`src/rtl/brainfuck_code_loader.sv`:
```
// Purpose: writer side of the brainfuck code RAM; filters a byte stream down to opcodes,
//          writes them sequentially, appends a 0x00 halt terminator, then releases the core.
// Latency: an accepted opcode reaches the write port 1 cycle after its handshake; core_enable
//          rises 2 cycles after the 0x00 handshake, so the terminator is committed first.
// Backpressure: i_in_ready is high for the whole LOAD state (one byte per cycle), low otherwise.
//
// Ports:
//   i_clk, i_reset            clock, synchronous active-high reset
//   i_load_start              one-cycle request to start a new load (honoured in IDLE and RUN)
//   i_in_valid/i_in_data      byte stream in, o_in_ready accepts
//   o_code_addr/_data/_we     registered code RAM write port
//   o_core_enable             core may run
//   o_busy                    high in LOAD or TERM
//   o_overflow                sticky: opcodes dropped because memory was full
//   o_loaded_len              opcode count of the last completed load (terminator excluded)
module brainfuck_code_loader #(
    parameter int ADDR_WIDTH = 9,
    parameter int DATA_WIDTH = 8
) (
    input  logic                  i_clk,
    input  logic                  i_reset,
    input  logic                  i_load_start,
    input  logic                  i_in_valid,
    input  logic [DATA_WIDTH-1:0] i_in_data,
    output logic                  o_in_ready,
    output logic [ADDR_WIDTH-1:0] o_code_addr,
    output logic [DATA_WIDTH-1:0] o_code_data,
    output logic                  o_code_we,
    output logic                  o_core_enable,
    output logic                  o_busy,
    output logic                  o_overflow,
    output logic [ADDR_WIDTH:0]   o_loaded_len
);

    // The top address is reserved for the terminator, so opcodes stop one short of it.
    localparam logic [ADDR_WIDTH-1:0] LAST_ADDR = '1;

    typedef enum logic [1:0] {
        S_IDLE,
        S_LOAD,
        S_TERM,
        S_RUN
    } state_t;

    state_t                r_state;
    logic [ADDR_WIDTH-1:0] r_ptr;
    logic                  r_in_ready;
    logic [ADDR_WIDTH-1:0] r_code_addr;
    logic [DATA_WIDTH-1:0] r_code_data;
    logic                  r_code_we;
    logic                  r_core_enable;
    logic                  r_busy;
    logic                  r_overflow;
    logic [ADDR_WIDTH:0]   r_loaded_len;

    logic                  w_is_opcode;
    logic                  w_is_nul;
    logic                  w_handshake;

    always_comb begin
        w_is_opcode = 1'b0;
        case (i_in_data)
            DATA_WIDTH'(8'h2B), DATA_WIDTH'(8'h2D),
            DATA_WIDTH'(8'h3C), DATA_WIDTH'(8'h3E),
            DATA_WIDTH'(8'h5B), DATA_WIDTH'(8'h5D),
            DATA_WIDTH'(8'h2E), DATA_WIDTH'(8'h2C): w_is_opcode = 1'b1;
            default:                                w_is_opcode = 1'b0;
        endcase
    end

    assign w_is_nul    = (i_in_data == '0);
    // r_in_ready is high exactly while in LOAD, so this is also the LOAD-state qualifier.
    assign w_handshake = i_in_valid & r_in_ready;

    always_ff @(posedge i_clk) begin
        if (i_reset) begin
            r_state       <= S_IDLE;
            r_ptr         <= '0;
            r_in_ready    <= 1'b0;
            r_code_addr   <= '0;
            r_code_data   <= '0;
            r_code_we     <= 1'b0;
            r_core_enable <= 1'b0;
            r_busy        <= 1'b0;
            r_overflow    <= 1'b0;
            r_loaded_len  <= '0;
        end else begin
            r_code_we <= 1'b0;
            case (r_state)
                S_IDLE: begin
                    if (i_load_start) begin
                        r_state    <= S_LOAD;
                        r_ptr      <= '0;
                        r_overflow <= 1'b0;
                        r_in_ready <= 1'b1;
                        r_busy     <= 1'b1;
                    end
                end
                S_LOAD: begin
                    if (w_handshake) begin
                        if (w_is_nul) begin
                            r_state    <= S_TERM;
                            r_in_ready <= 1'b0;
                        end else if (w_is_opcode) begin
                            if (r_ptr != LAST_ADDR) begin
                                r_code_we   <= 1'b1;
                                r_code_addr <= r_ptr;
                                r_code_data <= i_in_data;
                                r_ptr       <= r_ptr + 1'b1;
                            end else begin
                                r_overflow  <= 1'b1;
                            end
                        end
                    end
                end
                S_TERM: begin
                    r_code_we    <= 1'b1;
                    r_code_addr  <= r_ptr;
                    r_code_data  <= '0;
                    r_loaded_len <= {1'b0, r_ptr};
                    r_busy       <= 1'b0;
                    r_state      <= S_RUN;
                end
                S_RUN: begin
                    if (i_load_start) begin
                        r_state       <= S_LOAD;
                        r_ptr         <= '0;
                        r_overflow    <= 1'b0;
                        r_in_ready    <= 1'b1;
                        r_busy        <= 1'b1;
                        r_core_enable <= 1'b0;
                    end else begin
                        // Rises one cycle into RUN, after the terminator write is on the port.
                        r_core_enable <= 1'b1;
                    end
                end
                default: r_state <= S_IDLE;
            endcase
        end
    end

    assign o_in_ready    = r_in_ready;
    assign o_code_addr   = r_code_addr;
    assign o_code_data   = r_code_data;
    assign o_code_we     = r_code_we;
    assign o_core_enable = r_core_enable;
    assign o_busy        = r_busy;
    assign o_overflow    = r_overflow;
    assign o_loaded_len  = r_loaded_len;

endmodule
```
`config.mk`:
```
export PLATFORM = sky130hd
export DESIGN_NAME = brainfuck_code_loader
export DESIGN_NICKNAME = d
export VERILOG_FILES = /design/src/rtl/brainfuck_code_loader.sv
export SDC_FILE = /design/constraint.sdc
export NUM_CORES = 1
export LEC_CHECK = 0
export CORE_AREA = 2 2 85 87
export DETAILED_ROUTE_END_ITERATION = 10
export DIE_AREA = 0 0 87 89
export GPL_TIMING_DRIVEN = 0
export SLEW_MARGIN = 15
export SYNTH_ARGS = -nofsm -noshare
export SYNTH_HDL_FRONTEND = slang
export SYNTH_SLANG_ARGS = --single-unit
export TNS_END_PERCENT = 10
```
`constraint.sdc`:
```
create_clock -name i_clk -period 2.26 [get_ports i_clk]
set_clock_uncertainty 0.2 [all_clocks]
set_input_delay 0.226 -clock i_clk [delete_from_list [all_inputs] [get_ports i_clk]]
set_output_delay 0.226 -clock i_clk [all_outputs]
set_load 0.05 [all_outputs]
```
==> results of run 1 <==
-- where the power goes --
part | leakage [nW] | internal [mW] | switching, mW
sequential | 0.342 | 0.759 | 0.0213
combinational | 0.600 | 0.197 | 0.317
clock | 0.0452 | 0.218 | 0.268
total | 0.987 | 1.17 | 0.607
-- worst min-delay path: cells and delay by family --
kind	cells	cell delay, ns
buffers and inverters	1	0.16
and+or+nand+nor	1	0.20
AOI/OAI and AO/OA	1	0.12
-- through the flow --
step,cells,TNS (ns),hold slack [ns],area [um^2],utilization
floorplan,222,-0.0221,0.125,2010,-
detailed placement,343,-8.52,0.259,2520,0.375
CTS,361,-0.291,0.256,2810,0.419
finish,366,-0.0852,0.246,2930,0.436
global route,366,-1.96,0.287,2930,0.436
global placement,343,-7.96,0.256,2520,0.375
-- Yosys cell counts (2+ instances only) --
master,number
nor3_1,4
a21oi_1,17
buf_2,3
nand3_1,14
o2bb2ai_1,4
buf_4,2
a211oi_1,2
nor2b_1,6
nand2_1,9
o21ai_0,11
nand4_1,2
nor4_1,2
nand4b_1,6
o32ai_1,2
nand3b_1,7
dfxtp_1,42
nor2_1,15
and3b_1,2
nand2b_1,9
clkbuf_1,8
o22ai_1,2
or2_2,2
inv_1,5
buf_1,3
ha_1,5
a221oi_1,2
mux2i_1,11
a21bo_2,3
-- sequential cells by signal, summed over array words and instances, names as in the netlist --
signal	flops
o_code_addr	9
o_loaded_len	9
r_ptr	9
o_code_data	8
r_state	2
o_busy	1
o_code_we	1
o_core_enable	1
o_in_ready	1
o_overflow	1
-- layer usage --
layer | vias up | wire length, um | global-route usage
met5 | - | 0 | 0
met4 | 0 | 62 | 0.0469
met3 | 6 | 350 | 0.0397
met2 | 57 | 2520 | 0.229
met1 | 907 | 2610 | 0.204
li1 | 929 | - | -
-- how the worst min path moves through the flow --
stage               depth (start not counted)  slack, ns      startpoint              to
finish                                      3       0.25         i_reset        r_ptr[1]
CTS                                         3       0.26         i_reset        r_ptr[1]
global route                                2       0.29  o_code_data[5]  o_code_data[5]
detailed placement                          2       0.26  o_code_data[5]  o_code_data[5]
floorplan                                   1       0.13    i_load_start   o_core_enable
global placement                            2       0.26  o_code_data[3]  o_code_data[3]
-- timing repair --
| action | 4_1_cts | 5_1_grt |
|---|---|---|
| gates cloned | 1 | 0 |
| hold buffers | 0 | 0 |
| setup endpoints to repair | 28 | 29 |
| resized for setup | 27 | 16 |
| pin swaps | 5 | 12 |
| setup buffers | 9 | 6 |
-- logic make-up after synthesis --
| group | synth area share |
|---|---|
| DFF | 0.420 |
| other | 0.00187 |
| xor gates and xnor gates | 0.00438 |
| muxes | 0.0607 |
| and+or+nand+nor | 0.252 |
| adders and majority gates | 0.0313 |
| AOI/OAI and AO/OA | 0.179 |
| buffers and inverters | 0.0507 |
-- area by class of cell --
type / count / area, um^2
plain buffers: 16 / 95.1
inverters: 5 / 18.8
clock inverters: 2 / 13.8
well taps: 80 / 100
repair buffers: 57 / 576
flip-flops and latches: 42 / 852
clock buffers: 6 / 72.6
multi-input cells: 158 / 1200
fillers: 653 / 3790
==> impl_metrics.py, run 1 <==
metrics = {
    "outcome": {
        "status": "complete, but fails checks",
        "failed_checks": "negative setup slack",
    },
    "critical_path": {
        "startpoint": "r_ptr[1]",
        "path_cells": "ha_4 > nand3_4 > or2_4 > nor2_4 > ha_4 > nor2b_2 > nand4_1 > a21o_4 > buf_12 > buf_8 > a211oi_2 > o2bb2ai_1",
        "crit_fanout": 7,
        "crit_end": "r_ptr[7]",
        "crit_family": "compound AO/OA/AOI/OAI gates",
        "end_kind": "flop",
        "crit_top_cell": "ha_4",
        "slowest_delay_ns": 0.36,
        "rr_worst_depth": 12,
        "worstSetupPathType": "reg2reg",
        "critPathRequiredTime_ns": 2.24,
        "rrSetupSlack_ns": -0.05,
        "rr_startpoint": "r_ptr[1]",
        "cp_num_buf_inv": 2,
        "cp.depth": 12,
        "worstPathArrival_ns": 2.30,
        "cpMaxStageDelayCell": "dfxtp_4",
        "r2r_end": "r_ptr[7]",
        "startpoint_type": "flop",
    },
    "floorplan": {
        "dieArea_um2": 7740,
        "initial_core_util": 0.298,
        "die_w_um": 87,
        "core_region_area_um2": 6720,
        "placementRows": 30,
        "ioPinCount": 44,
        "die_h_um": 89,
    },
    "clock_tree": {
        "cts.sink_count": 42,
        "cts_root_buffer": "clkbuf_8",
        "clk_pin_slew_worst_paths_ns": 0.08,
        "numCtsBuffers": 5,
        "cts_tree": "yes",
        "clock_path_buffers": 2,
        "clk_latency_ns": 0.30,
        "htree_levels": 2,
    },
    "synth": {
        "yosys.area.top_type": "dfxtp_1",
        "async_flop_share": 0,
        "ys_seq_elements": 42,
        "synth_edf_count": 0,
        "synthTopCellsByArea": "dfxtp_1, mux2i_1, a21oi_1",
        "ys_warn_count": 0,
        "avgSynthCellArea_um2": 9.01,
        "postSynthCellCount": 222,
        "synth_cell_type_count": 50,
        "syn_nets": 239,
        "syn-cell-area_um2": 2000,
        "yosysSeqAreaShare": 0.420,
        "yosysTopAreaCellShare": 0.420,
        "synthFlopType": "dfxtp_1",
    },
    "grt": {
        "grt_use_total": 0.149,
        "grt_pass1_vias": 1772,
        "grt_pass1_wl_mm": 8.95,
        "grt.overflow.total": 0,
        "grt_start_max_net_pins": 14,
        "antenna_found_initial": 0,
    },
    "run": {
        "maxCapViolCount": 0,
    },
    "timing": {
        "fin_crit_sh": 1.02,
        "worstMarginPinSlew_ns": 0.671,
        "finalHoldViolations": 0,
        "maxSlewHeadroom": 0.553,
        "period_needed_ns": 2.31,
        "finalWorstSetupSlack_ns": -0.0512,
        "max_freq_ghz": 0.433,
        "rsz0062_at_grt": "true",
        "final-max-slew-violation-count": 0,
        "setup_viol": 5,
    },
    "placed_design": {
        "io_buffers": 41,
        "globalplace.congestion": 0.823,
        "hpwl_mm": 3.72,
        "post-place-ws_ns": -0.401,
    },
    "min_path": {
        "worstHoldPathType": "in2reg",
    },
    "finish": {
        "final_common_cell": "clkdlybuf4s50_1",
        "final_nets": 302,
        "diodes": 0,
        "drive_gt1_frac": 0.224,
        "syn_to_final_growth_pct": 46.4,
        "mostFrequentLayoutCells": "clkdlybuf4s50_1, dfxtp_1, nor2_1, a21oi_1, buf_4",
    },
    "power_and_ir_drop": {
        "ir_drop_v": 0.000249,
        "total_power_mw": 1.78,
        "power.density_nw_per_um2": 608,
        "p_leak_nw": 0.987,
    },
    "routing": {
        "drt_iter0_markers": 90,
        "wire_per_inst_um": 15.1,
        "vias": 1899,
        "ant_nets": 0,
        "first_pass_iters": 6,
        "drc": 0,
        "via_per_inst": 5.19,
        "routed_wl_mm": 5.54,
    },
}
No activity file was read; power rests on OpenSTA's default activity.
==> run 2, diff against run 1 <==
CTS_CLUSTER_DIAMETER = 150   (was default)
==> results of run 2 <==
No change in the layout: final DEF, timing and power equal those of run 1.
